$ cat src/rtl/video_timing_gen.sv
// Raster timing generator: pixel/line counters, syncs, active-draw, new-frame pulse, frame count.
// Optional build macro SYNC_NEG_POL_EN makes hs_out/vs_out active-low (inactive/reset level 1).
module video_timing_gen #(
  parameter int ACTIVE_H = 1280,
  parameter int H_FP     = 110,
  parameter int H_SYNC   = 40,
  parameter int H_BP     = 220,
  parameter int ACTIVE_V = 720,
  parameter int V_FP     = 5,
  parameter int V_SYNC   = 5,
  parameter int V_BP     = 20,
  parameter int FPS      = 60,
  localparam int TOTAL_H = ACTIVE_H + H_FP + H_SYNC + H_BP,
  localparam int TOTAL_V = ACTIVE_V + V_FP + V_SYNC + V_BP,
  localparam int HW      = $clog2(TOTAL_H),
  localparam int VW      = $clog2(TOTAL_V),
  localparam int FW      = $clog2(FPS)
) (
  input  logic          clk_in,
  input  logic          rst_in,
  input  logic          en_in,
  output logic [HW-1:0] h_count_out,
  output logic [VW-1:0] v_count_out,
  output logic          hs_out,
  output logic          vs_out,
  output logic          ad_out,
  output logic          nf_out,
  output logic [FW-1:0] fc_out
);

`ifdef SYNC_NEG_POL_EN
  localparam logic SYNC_ACT = 1'b0;
`else
  localparam logic SYNC_ACT = 1'b1;
`endif

  localparam logic [HW-1:0] H_LAST   = HW'(TOTAL_H - 1);
  localparam logic [VW-1:0] V_LAST   = VW'(TOTAL_V - 1);
  localparam logic [FW-1:0] FC_LAST  = FW'(FPS - 1);
  localparam logic [31:0]   HS_START = 32'(ACTIVE_H + H_FP);
  localparam logic [31:0]   HS_END   = 32'(ACTIVE_H + H_FP + H_SYNC);
  localparam logic [31:0]   VS_START = 32'(ACTIVE_V + V_FP);
  localparam logic [31:0]   VS_END   = 32'(ACTIVE_V + V_FP + V_SYNC);
  localparam logic [31:0]   AH       = 32'(ACTIVE_H);
  localparam logic [31:0]   AV       = 32'(ACTIVE_V);

  // IDLE = not yet started (first enable presents (0,0)); RUN = advancing.
  typedef enum logic {IDLE = 1'b0, RUN = 1'b1} state_t;

  state_t        state, state_next;
  logic [HW-1:0] h_next;
  logic [VW-1:0] v_next;
  logic          hs_next, vs_next, ad_next, nf_next;
  logic [FW-1:0] fc_next;
  logic [31:0]   h_wide, v_wide;

  assign h_wide = 32'(h_next);
  assign v_wide = 32'(v_next);

  always_comb begin
    state_next = state;
    h_next     = h_count_out;
    v_next     = v_count_out;
    hs_next    = hs_out;
    vs_next    = vs_out;
    ad_next    = ad_out;
    nf_next    = 1'b0;
    fc_next    = fc_out;
    if (en_in) begin
      if (state == IDLE) begin
        state_next = RUN;
        h_next     = '0;
        v_next     = '0;
      end else if (h_count_out == H_LAST) begin
        h_next = '0;
        v_next = (v_count_out == V_LAST) ? '0 : v_count_out + VW'(1);
      end else begin
        h_next = h_count_out + HW'(1);
      end
      // Decode from the position being registered this cycle; compare wide so
      // a sync end equal to 2^HW cannot wrap.
      ad_next = (h_wide < AH) && (v_wide < AV);
      hs_next = ((h_wide >= HS_START) && (h_wide < HS_END)) ? SYNC_ACT : ~SYNC_ACT;
      vs_next = ((v_wide >= VS_START) && (v_wide < VS_END)) ? SYNC_ACT : ~SYNC_ACT;
      nf_next = (h_wide == AH) && (v_wide == AV);
      if (nf_next) fc_next = (fc_out == FC_LAST) ? '0 : fc_out + FW'(1);
    end
  end

  always_ff @(posedge clk_in) begin
    if (!rst_in) begin
      state       <= IDLE;
      h_count_out <= '0;
      v_count_out <= '0;
      hs_out      <= ~SYNC_ACT;
      vs_out      <= ~SYNC_ACT;
      ad_out      <= 1'b0;
      nf_out      <= 1'b0;
      fc_out      <= '0;
    end else begin
      state       <= state_next;
      h_count_out <= h_next;
      v_count_out <= v_next;
      hs_out      <= hs_next;
      vs_out      <= vs_next;
      ad_out      <= ad_next;
      nf_out      <= nf_next;
      fc_out      <= fc_next;
    end
  end

endmodule

$ cat config.mk
export PLATFORM = sky130hd
export DESIGN_NAME = video_timing_gen
export DESIGN_NICKNAME = d
export VERILOG_FILES = /design/src/rtl/video_timing_gen.sv
export SDC_FILE = /design/constraint.sdc
export NUM_CORES = 1
export LEC_CHECK = 0
export ABC_AREA = 1
export BUFFER_PORTS_ARGS = -buffer_cell sky130_fd_sc_hd__buf_2
export CORE_MARGIN = 1.5
export CORE_UTILIZATION = 40
export CTS_CLUSTER_SIZE = 28
export DETAILED_ROUTE_END_ITERATION = 12
export MAX_ROUTING_LAYER = met4
export PLACE_DENSITY = 0.7
export SYNTH_ARGS = -nofsm -noshare
export SYNTH_HDL_FRONTEND = slang
export SYNTH_SLANG_ARGS = --single-unit
$ cat constraint.sdc
create_clock -name clk_in -period 2.4 [get_ports clk_in]
set_clock_uncertainty 0.05 [all_clocks]
set_input_delay 0.24 -clock clk_in [delete_from_list [all_inputs] [get_ports clk_in]]
set_output_delay 0.24 -clock clk_in [all_outputs]
set_load 0.02 [all_outputs]
# Word level (Yosys, flattened, before mapping)
# Index checks and enable logic that the tools add are counted.
# word_totals
ff_bits,32
latch_bits,0
output_inout_bits,31
mem_count,0
mem_bits_ro,0
elab_cells,38
ram_bits,0
# op_classes
eq_ne,5
div,0
bitwise,0
multipliers,0
n_shift,0
muxes,10
n_addsub,3
n_reduce_logical,6
magnitude_cmp,6
# ops
operator,count
10-bit 2-to-1 mux,4
11-bit 2-to-1 mux,3
"11-bit == test, second input constant",2
"11-bit < comparator, second input constant",2
"10-bit == test, second input constant",2
"10-bit < comparator, second input constant",2
"11-bit by 1-bit adder with 11-bit output, second input constant",1
"11-bit greater-or-equal comparator, second input constant",1
"10-bit by 1-bit adder with 10-bit output, second input constant",1
"10-bit greater-or-equal comparator, second input constant",1
"6-bit by 1-bit adder with 6-bit output, second input constant",1
"6-bit == test, second input constant",1
6-bit 2-to-1 mux,1
1-bit logical AND,4
2-bit AND reduction,2
1-bit 2-to-1 mux,2

# Longest topological paths before layout
# Gate-level depths: netlist of the first run.
# logic_depth
ltp_word,8
mapped_depth,19
ltp_nobuf,19

# Least setup slack after synthesis of the first run
# OpenSTA, ideal clock, no wires.
# synth_timing
kind,reg2reg
startpoint,register h_count_out[1]
endpoint,register fc_out[5]
period_less_slack_ns,2.244
stages_incl_launch_ff,19
setup_slack_ns,0.156
setup_ns,0.113
arrival_ns,2.081
path_buffers,0
cell_sequence,dfxtp_1 -> inv_1 -> ha_1 -> nand2_1 -> nor2_4 -> nand3_4 -> nand2_2 -> nand2_4 -> inv_2 -> nor2_1 -> nand2_1 -> nor2_2 -> nand2_1 -> nor2_4 -> nand3_2 -> nand2_2 -> inv_2 -> nand2_1 -> nor2_1
# synth_between
elab_chain_len,7
# synth_rtl
item,line_no,source
start: declaration,22,"output logic [HW-1:0] h_count_out,"
start signal: assignment,102,h_count_out <= h_next;
11-bit by 1-bit adder with 11-bit output or 11-bit == test (tied branches),"78, 74",
11-bit 2-to-1 mux or 10-bit 2-to-1 mux (tied branches),74,end else if (h_count_out == H_LAST) begin
11-bit 2-to-1 mux or 10-bit 2-to-1 mux (tied branches),70,if (state == IDLE) begin
11-bit 2-to-1 mux or 10-bit 2-to-1 mux (tied branches),69,if (en_in) begin
11-bit == test or 10-bit == test (tied branches),85,nf_next = (h_wide == AH) && (v_wide == AV);
1-bit logical AND *,85,
2-bit AND reduction (no line) *,-,
end signal: assignment,108,fc_out <= fc_next;
end: declaration,28,output logic [FW-1:0] fc_out
# Mark *: on every way between the ends. The rest lies on a longest branch, timed or not.
# A chain may end at the register's enable or synchronous reset.

# Worst setup path after layout of the first run
# Same ends and word-level chain as after synthesis.

==> impl_metrics.yaml, run 1 <==
layout:
  layout-drive-gt1-share_pct: 29.6
  area_growth_pct: 26.7
  fin_nets: 430
  num_antenna_cells: 0
  final_cells: 494
synth:
  syn-cell-area_mm2: 0.00224
  yosysWarningCount: 0
  synth_nets: 373
  synth_seq_cells: 32
  yosys.area.top_type_share_pct: 28.6
  synthAdderAreaFrac_pct: 2.79
  syn_inst: 365
  synth_top_family_by_area: "simple AND/OR/NAND/NOR gates"
  ys_seq_area_share_pct: 28.6
  ys_types: 30
  synthArstFlopShare_pct: 0
  synth_compound_area_share_pct: 6.58
  syn_area_per_cell_um2: 6.14
  synth_mux_area_share_pct: 0
  yosysTopAreaCell: "dfxtp_1"
  synth.area.top_cells: "dfxtp_1, nand2_1, nor2_1"
  synth_edf_count: 0
  ys.flop_type: "dfxtp_1"
  synth_xor_area_share_pct: 0.781
  synth-simple-area-share_pct: 50.8
power:
  fin_total_pwr_mw: 1.06
  leakage_nw: 1.31
  power.density_mw_per_mm2: 373
  ir_worst_vdd_uv: 345
setup_path:
  arrival_ns: 2.46
  reg2regPathDepth: 18
  cp_top_family: "simple AND/OR/NAND/NOR gates"
  crit_required_ns: 2.53
  r2r_start: "h_count_out[1]$_SDFF_PN0_"
  path_class: "register to register"
  worstPathCellList: "inv_2 > ha_4 > nand2_4 > nor2_4 > nand3_4 > nand2_2 > nand2_4 > a21oi_4 > nand2_2 > nor2_2 > nand2_2 > nor2_4 > buf_12 > nand3_2 > nand2_4 > inv_2 > nand2_1 > nor2_1"
  worst_setup_path_end_kind: "register"
  r2r_end: "fc_out[5]$_SDFFE_PN0P_"
  cp_max_fo: 8
  r2r_slack_ns: 0.07
  crit_start: "h_count_out[1]$_SDFF_PN0_"
  cp-start-kind: "register"
  cp_num_buf_inv: 3
  cp_slowest_stage_delay_ns: 0.37
  crit_path_top_delay_cell: "dfxtp_4"
timing:
  slew_headroom_pct: 45.0
  setup_ws_ns: 0.0678
  tightest_slew_ns: 0.823
  fin_crit_sh_pct: 97.2
  hold_viol_final: 0
  setup_viol_count_final: 0
  fmax_ghz: 0.429
  slew_violations: 0
  grt_setup_unrepaired: "true"
  tns_ns: 0
  fin_crit_ns: 2.33
place:
  dp.final_hpwl_mm: 4.66
  io_buffer_count: 33
  dp_slack_ns: -0.103
  gp_congestion: 0.882
  place_inst: 478
clock_tree:
  path_clk_slew_ns: 0.07
  cts_root_buf: "clkbuf_8"
  cts_sinks: 32
  clockBufferDepth: 2
  clock_latency_ns: 0.29
  numCtsBuffers: 5
  postCtsHoldBufs: 0
  cts_max_level: 2
  cts_tree: "yes"
flow_run:
  drv_cap: 0
min_path:
  worstHoldStart: "rst_in"
  hold_depth: 3
  hold_end: "fc_out[1]$_SDFFE_PN0P_"
  hold_class: "input port to register"
route:
  via_per_inst: 5.01
  dr.pass1.iters: 4
  final_antenna_net_count: 0
  drtIter0Drc: 127
  highest_layer: "met4"
  totalWireLength_mm: 6.26
  wirelength_met1_mm: 2.82
  wl_met2_mm: 2.97
  drc: 0
  wl_per_cell_um: 12.7
  dr_total_vias: 2477
  wl_met3_um: 331
global_route:
  grt_pass1_wl_mm: 10.3
  grt_pass1_vias: 2257
  overflow: 0
  grt_max_degree: 26
  grt_util_all_layers_pct: 21.8
  antenna_found_initial: 0
floorplan:
  die-area_mm2: 0.00606
  core_mm2: 0.00547
  initial_core_util_pct: 41.0
  io_pins: 34
  row_count: 27
  fp.dieH_um: 77.9
  die_w_um: 77.9
run_status:
  status: "complete, no violations"
cell type report:
type / instances / area [µm²]
fill: 554 / 2630
multi-input combinational: 275 / 1460
sequential: 32 / 651
timing repair buffer: 55 / 343
inverter: 53 / 199
clock buffer: 7 / 96.3
tap: 72 / 90.1
routing by layer:
| layer | global-route usage (%) | vias up |
|---|---|---|
| li1 | - | 1260 |
| met1 | 26.5 | 1117 |
| met3 | 4.24 | 16 |
| met4 | 9.09 | 0 |
| met2 | 35.1 | 84 |
| met5 | - | - |
cell families after synthesis:
kind of cell,after synthesis
compound gates,24
xor+xnor,2
simple gates,243
fa+ha+maj,5
flops,32
buf+inv,59
worst min-delay path: stages:
cell	delay, ns
buf_2	0.14
o21ai_2	0.06
a21oi_1	0.04
power by group:
part / internal (mW) / switching [mW] / leakage, nW
clock network: 0.255 / 0.197 / 0.0503
logic: 0.0222 / 0.0473 / 0.997
registers: 0.533 / 0.00408 / 0.262
total: 0.811 / 0.248 / 1.31
state kept, by name (all words and copies together), names as in the netlist:
name	count
ad_out	1
nf_out	1
fc_out	6
h_count_out	11
hs_out	1
state	1
vs_out	1
v_count_out	10
synth_stat cells (2+ instances only):
master / count
a21oi_1: 11
clkbuf_1: 3
dfxtp_1: 32
ha_1: 5
inv_1: 48
inv_2: 5
nand2_1: 98
nand2_2: 8
nand3_1: 34
nand3_2: 4
nand3b_1: 2
nand4_1: 12
nor2_1: 58
nor2_2: 10
nor2_4: 5
nor3_1: 8
o21ai_0: 6
o21bai_1: 3
xor2_1: 2
cell usage in the layout (no fill, tap or decap), types with 6 or more instances in the layout:
master	count
a21oi_1	11
buf_2	33
buf_4	21
clkbuf_8	7
dfxtp_1	26
inv_1	47
inv_2	6
nand2_1	94
nand2_2	10
nand3_1	30
nand3_2	8
nand4_1	12
nor2_1	52
nor2_2	14
nor2_4	8
nor3_1	8
o21ai_0	6
stage by stage:
stage	hold WS [ns]	utilization (%)	instance area [µm²]
finish	0.196	51.9	2840
global route	0.207	51.9	2840
CTS	0.199	49.2	2700
detailed placement	0.407	46.9	2570
global placement	0.405	46.9	2570
floorplan	0.316	-	2240
timing repair:
item                                   4_1_cts  5_1_grt
setup buffers                                1        7
endpoints found under the hold margin        0        0
cloned                                       1        0
gates resized for setup                      6       27
setup endpoints to repair                    7        7
pin swaps                                    1        8
worst max-delay path by stage:
stage	endpoint	cells after the start	slack (ns)
2_1_floorplan	fc_out[5]$_SDFFE_PN0P_	18	0.16
3_3_place_gp	fc_out[5]$_SDFFE_PN0P_	18	-0.04
3_5_place_dp	fc_out[1]$_SDFFE_PN0P_	16	-0.10
4_1_cts	fc_out[5]$_SDFFE_PN0P_	17	0.02
5_1_grt	fc_out[5]$_SDFFE_PN0P_	17	-0.07
6_report	fc_out[5]$_SDFFE_PN0P_	18	0.07
No activity file was read; power rests on OpenSTA's default activity.
==> inputs of run 2 (changes only) <==
Settings changed: ABC_AREA 1 to not set.
==> run 2 against run 1 <==
Effect of this change:
- the flow now finishes with violations (negative setup slack)
- worst setup slack got worse by 0.57 ns
- area after synthesis increased by 0.33%
- final cell count decreased by 3.6%
- global-route usage increased by 3.5 points
- power increased by 2.0%
- critical path depth decreased by 7
- register-to-register slack got worse by 0.57 ns
- sequential cell count unchanged
- sequential power about the same
- combinational power increased by 45%
- worst hold slack improved by 0.060 ns
- core utilization increased by 12 points
- critical endpoint unchanged
- highest routed layer unchanged
==> impl_metrics.yaml, run 2 <==
clock_tree:
  numCtsBuffers: 5
  clock_latency_ns: 0.29
  clockBufferDepth: 2
  cts_tree: "yes"
  path_clk_slew_ns: 0.08
  cts_sinks: 32
  cts_max_level: 2
  cts_root_buf: "clkbuf_8"
  postCtsHoldBufs: 0
floorplan:
  die-area_mm2: 0.00608
  initial_core_util_pct: 41.1
  fp.dieH_um: 78.0
  row_count: 27
  io_pins: 34
  core_mm2: 0.00547
  die_w_um: 78.0
layout:
  largest_reg_flops: 11
  finish.utilization_pct: 64.4
  area_growth_pct: 56.6
  regMostFlops: "h_count_out"
  fill_cells: 449
  mostFrequentLayoutCell: "buf_4"
  regArea_um2: 656
  mostFrequentLayoutCells: "buf_4, buf_2, nor2_1"
  layout-drive-gt1-share_pct: 47.5
  reg.largest.list: "h_count_out x11, v_count_out x10, fc_out x6"
  num_antenna_cells: 0
  fin_area_mm2: 0.00352
  fin_nets: 411
  multi_input_area_mm2: 0.00167
synth:
  ys_seq_area_share_pct: 28.5
  syn_inst: 276
  yosys.area.top_type_share_pct: 28.5
  synth_nets: 284
  synth_edf_count: 0
  synth_seq_cells: 32
  ys.flop_type: "dfxtp_1"
  yosysWarningCount: 0
  syn_area_per_cell_um2: 8.15
  synthArstFlopShare_pct: 0
  yosysTopAreaCell: "dfxtp_1"
  synthTopCellsByCount: "dfxtp_1, nor2_1, nand2_1, nand3_1, a21oi_1"
  ys_types: 61
  syn-cell-area_mm2: 0.00225
  synth.most_common_cell: "dfxtp_1"
  synth.area.top_cells: "dfxtp_1, nor2_1, xnor2_1"
global_route:
  antenna_found_initial: 0
  overflow: 0
  grt_util_all_layers_pct: 25.3
  grt_pass1_vias: 2504
  grt_max_degree: 17
  grt_pass1_wl_mm: 11.8
timing:
  fin_crit_ns: 2.90
  tns_ns: -3.13
  tightest_slew_ns: 0.704
  slew_headroom_pct: 53.0
  fmax_ghz: 0.345
  slew_violations: 0
  grt_setup_unrepaired: "true"
  hold_viol_final: 0
  hold_ws_ns: 0.256
  setup_viol_count_final: 9
  fin_crit_sh_pct: 121
  setup_ws_ns: -0.497
route:
  dr_total_vias: 2599
  final_antenna_net_count: 0
  dr.pass1.iters: 4
  drc: 0
  totalWireLength_mm: 7.40
  wl_per_cell_um: 15.5
  via_per_inst: 5.46
  drtIter0Drc: 210
setup_path:
  reg2regPathDepth: 11
  cp_slowest_stage_delay_ns: 0.60
  cp-start-kind: "register"
  worst_setup_path_end_kind: "register"
  worstPathCellList: "inv_4 > ha_4 > and4bb_1 > buf_6 > nand3_4 > o32a_1 > a22oi_2 > nand3b_1 > or4_4 > or3_1 > a21oi_1"
  endpoint: "fc_out[5]$_SDFFE_PN0P_"
  r2r_start: "h_count_out[1]$_SDFF_PN0_"
  r2r_slack_ns: -0.50
  crit_start: "h_count_out[1]$_SDFF_PN0_"
  crit_path_top_delay_cell: "or4_4"
  cp_max_fo: 7
  crit_required_ns: 2.56
  r2r_end: "fc_out[5]$_SDFFE_PN0P_"
  path_class: "register to register"
  arrival_ns: 3.06
place:
  io_buffer_count: 33
  postPlaceCellArea_mm2: 0.00305
  gp_congestion: 0.918
  dp_slack_ns: -0.563
  dp.final_hpwl_mm: 5.19
power:
  leakage_nw: 1.54
  power.density_mw_per_mm2: 307
  ir_worst_vdd_uv: 197
flow_run:
  drv_cap: 0
min_path:
  hold_class: "input port to register"
run_status:
  status: "complete, but fails checks"
  violations: "negative setup slack"
[run 2: critical path, delay by kind of cell (launching register included)]
kind,cells,cell delay [ns]
buffers and inverters,2,0.20
AO/OA/AOI/OAI,3,0.68
adder cells (fa/ha/maj),1,0.11
flip-flops,1,0.36
AND/OR/NAND/NOR,5,1.41
[run 2: layer usage]
layer  share of wire, %  track usage [%]
met4                2.3             7.86
met5                  0                -
met1                 43             30.1
met3                5.0             3.18
met2                 50             44.2
[run 2: layout make-up]
type                    count  share of cell area, %
clock inverters             2                  0.284
clock buffers               6                   2.34
multi-input cells         219                   47.5
well taps                  72                   2.56
repair buffers            138                   27.9
flip-flops and latches     32                   18.6
inverters                   7                  0.817
[run 2: repair_timing]
| item | 4_1_cts | 5_1_grt |
|---|---|---|
| endpoints found under the setup margin | 9 | 11 |
| pin swaps | 14 | 13 |
| resized for setup | 23 | 24 |
| buffers inserted | 16 | 6 |
[run 2: per-stage QoR]
stage          total power [mW]  instances
3_5_place_dp              0.635        447
6_report                   1.08        476
5_1_grt                    1.12        476
3_3_place_gp              0.633        447
4_1_cts                    1.08        471
2_1_floorplan             0.596        276
[run 2: worst min-delay path by stage]
| stage | slack (ns) | start | endpoint | depth (start not counted) |
|---|---|---|---|---|
| detailed placement | 0.41 | vs_out$_SDFFE_PN0P_ | vs_out$_SDFFE_PN0P_ | 2 |
| finish | 0.26 | rst_in | fc_out[2]$_SDFFE_PN0P_ | 2 |
| floorplan | 0.34 | rst_in | fc_out[4]$_SDFFE_PN0P_ | 2 |
| CTS | 0.26 | rst_in | fc_out[2]$_SDFFE_PN0P_ | 2 |
| global route | 0.27 | rst_in | fc_out[2]$_SDFFE_PN0P_ | 2 |
| global placement | 0.41 | vs_out$_SDFFE_PN0P_ | vs_out$_SDFFE_PN0P_ | 2 |
[run 2: where the power goes]
part | switching [mW] | leakage, nW | internal, mW
clock | 0.215 | 0.0510 | 0.229
combinational | 0.0596 | 1.22 | 0.0417
sequential | 0.00333 | 0.263 | 0.532
total | 0.278 | 1.54 | 0.803
[run 2: cells by family after synthesis]
kind of cell / synth area share, %
flip-flops: 28.5
AND/OR/NAND/NOR: 36.7
buffers and inverters: 6.79
AO/OA/AOI/OAI: 17.7
XOR/XNOR: 6.23
adder cells (fa/ha/maj): 2.78
multiplexers: 1.33
==> inputs of run 3 (changes only) <==
Settings changed: CELL_PAD_IN_SITES_DETAIL_PLACEMENT set to 1, CELL_PAD_IN_SITES_GLOBAL_PLACEMENT set to 2, CORE_UTILIZATION 40 to 34, PLACE_DENSITY 0.7 to 0.91.
==> run 3 against run 2 <==
Effect of this change:
- clock power is 4% higher
- routed wire length is 49% higher
- final cell count is 5.0% higher
- core utilization is 5.3 points lower
- non-clock buffer count is 19 higher
- the flow still finishes with violations (negative setup slack)
- worst setup slack better by 0.0092 ns
- sequential power hardly changed
- die area is 17% higher
- sequential cell count stayed put
==> impl_metrics.yaml, run 3 (synthesis results as in run 2) <==
layout:
  num_antenna_cells: 0
  mostFrequentLayoutCells: "buf_4, buf_2, nor2_1"
  fill_cells: 769
  fin_nets: 430
  multi_input_area_mm2: 0.00177
  largest_reg_flops: 11
  regArea_um2: 656
  mostFrequentLayoutCell: "buf_4"
  regMostFlops: "h_count_out"
  reg.largest.list: "h_count_out x11, v_count_out x10, fc_out x6"
  layout-drive-gt1-share_pct: 52.0
  area_growth_pct: 67.6
global_route:
  grt_util_all_layers_pct: 29.1
  overflow: 0
  antenna_found_initial: 0
  grt_pass1_wl_mm: 15.8
  grt_max_degree: 17
  grt_pass1_vias: 2986
clock_tree:
  clockBufferDepth: 2
  numCtsBuffers: 5
  cts_max_level: 2
  cts_tree: "yes"
  cts_root_buf: "clkbuf_8"
  cts_sinks: 32
  postCtsHoldBufs: 0
  path_clk_slew_ns: 0.08
  clock_latency_ns: 0.31
route:
  via_per_inst: 5.83
  dr.pass1.iters: 4
  drtIter0Drc: 178
  final_antenna_net_count: 0
  wl_per_cell_um: 22.1
  totalWireLength_mm: 11.0
  drc: 0
  dr_total_vias: 2916
timing:
  fin_crit_ns: 2.89
  hold_ws_ns: 0.283
  fin_crit_sh_pct: 120
  slew_violations: 0
  tns_ns: -3.40
  setup_ws_ns: -0.488
  hold_viol_final: 0
  fmax_ghz: 0.346
  setup_viol_count_final: 9
  tightest_slew_ns: 0.728
  slew_headroom_pct: 51.1
  grt_setup_unrepaired: "true"
setup_path:
  cp_max_fo: 8
  r2r_slack_ns: -0.49
  cp-start-kind: "register"
  worstPathCellList: "buf_6 > ha_4 > nand3_4 > nor3_4 > xnor2_2 > nor4b_4 > nand3_1 > or4_4 > or4_1 > o21ai_1"
  crit_start: "h_count_out[1]$_SDFF_PN0_"
  cp_slowest_stage_delay_ns: 0.58
  endpoint: "fc_out[4]$_SDFFE_PN0P_"
  path_class: "register to register"
  r2r_start: "h_count_out[1]$_SDFF_PN0_"
  r2r_end: "fc_out[4]$_SDFFE_PN0P_"
  reg2regPathDepth: 10
  crit_required_ns: 2.60
  arrival_ns: 3.09
  crit_path_top_delay_cell: "or4_4"
  worst_setup_path_end_kind: "register"
place:
  io_buffer_count: 33
  dp.final_hpwl_mm: 6.66
  gp_congestion: 0.958
floorplan:
  die_w_um: 84.3
  core_mm2: 0.00639
  io_pins: 34
  row_count: 29
  initial_core_util_pct: 35.2
  fp.dieH_um: 84.3
  die-area_mm2: 0.00711
min_path:
  worstHoldStart: "rst_in"
  hold_class: "input port to register"
run_status:
  status: "complete, but fails checks"
  violations: "negative setup slack"
power:
  leakage_nw: 1.62
  power.density_mw_per_mm2: 297
  ir_worst_vdd_uv: 292
flow_run:
  drv_cap: 0
-- run 3: power breakdown --
| part | internal [mW] | switching (mW) |
|---|---|---|
| sequential | 0.531 | 0.00415 |
| clock | 0.206 | 0.256 |
| combinational | 0.0522 | 0.0690 |
| total | 0.790 | 0.329 |
-- run 3: final cells by class --
cell class / count / area share (%)
clock inverters: 3 / 0.597
repair buffers: 157 / 29.9
multi-input cells: 219 / 47.0
well taps: 77 / 2.56
inverters: 7 / 0.763
flip-flops and latches: 32 / 17.4
clock buffers: 5 / 1.83
-- run 3: worst min path at each step --
stage,to,slack (ns),depth (start not counted)
floorplan,fc_out[4]$_SDFFE_PN0P_,0.34,2
global placement,vs_out$_SDFFE_PN0P_,0.41,2
detailed placement,vs_out$_SDFFE_PN0P_,0.42,2
CTS,fc_out[2]$_SDFFE_PN0P_,0.25,2
global route,ad_out$_SDFFE_PN0P_,0.29,2
finish,ad_out$_SDFFE_PN0P_,0.28,2
-- run 3: per-layer routing --
layer / track usage (%) / wire length (µm) / share of wire (%) / up-vias
met2: 50.5 / 5660 / 51 / 122
met4: 12.9 / 410 / 3.7 / 0
met5: - / 0 / 0 / -
li1: - / - / - / 1305
met1: 32.8 / 4450 / 40 / 1454
met3: 4.72 / 520 / 4.7 / 35
-- run 3: repair_timing --
item / CTS / global route
hold endpoints to repair: 0 / 0
pin swaps: 17 / 19
setup buffers: 17 / 8
endpoints found under the setup margin: 9 / 10
gates resized for setup: 31 / 27
-- run 3: per-stage QoR --
stage / power, mW / std cells / instance area, µm² / utilization (%) / setup slack [ns]
after floorplan: 0.596 / 276 / 2300 / - / -0.453
after global placement: 0.645 / 468 / 3190 / 50.0 / -0.451
after detailed placement: 0.649 / 468 / 3190 / 50.0 / -0.684
after CTS: 1.10 / 492 / 3560 / 55.8 / -0.430
after global routing: 1.15 / 500 / 3770 / 59.0 / -0.629
final: 1.12 / 500 / 3770 / 59.0 / -0.488
-- run 3: critical path, delay by kind of cell, from the launching register on --
kind            cells  cell delay, ns
simple gates        6            1.86
flops               1            0.38
fa+ha+maj           1            0.19
xor+xnor            1            0.13
buf+inv             1            0.12
compound gates      1            0.09
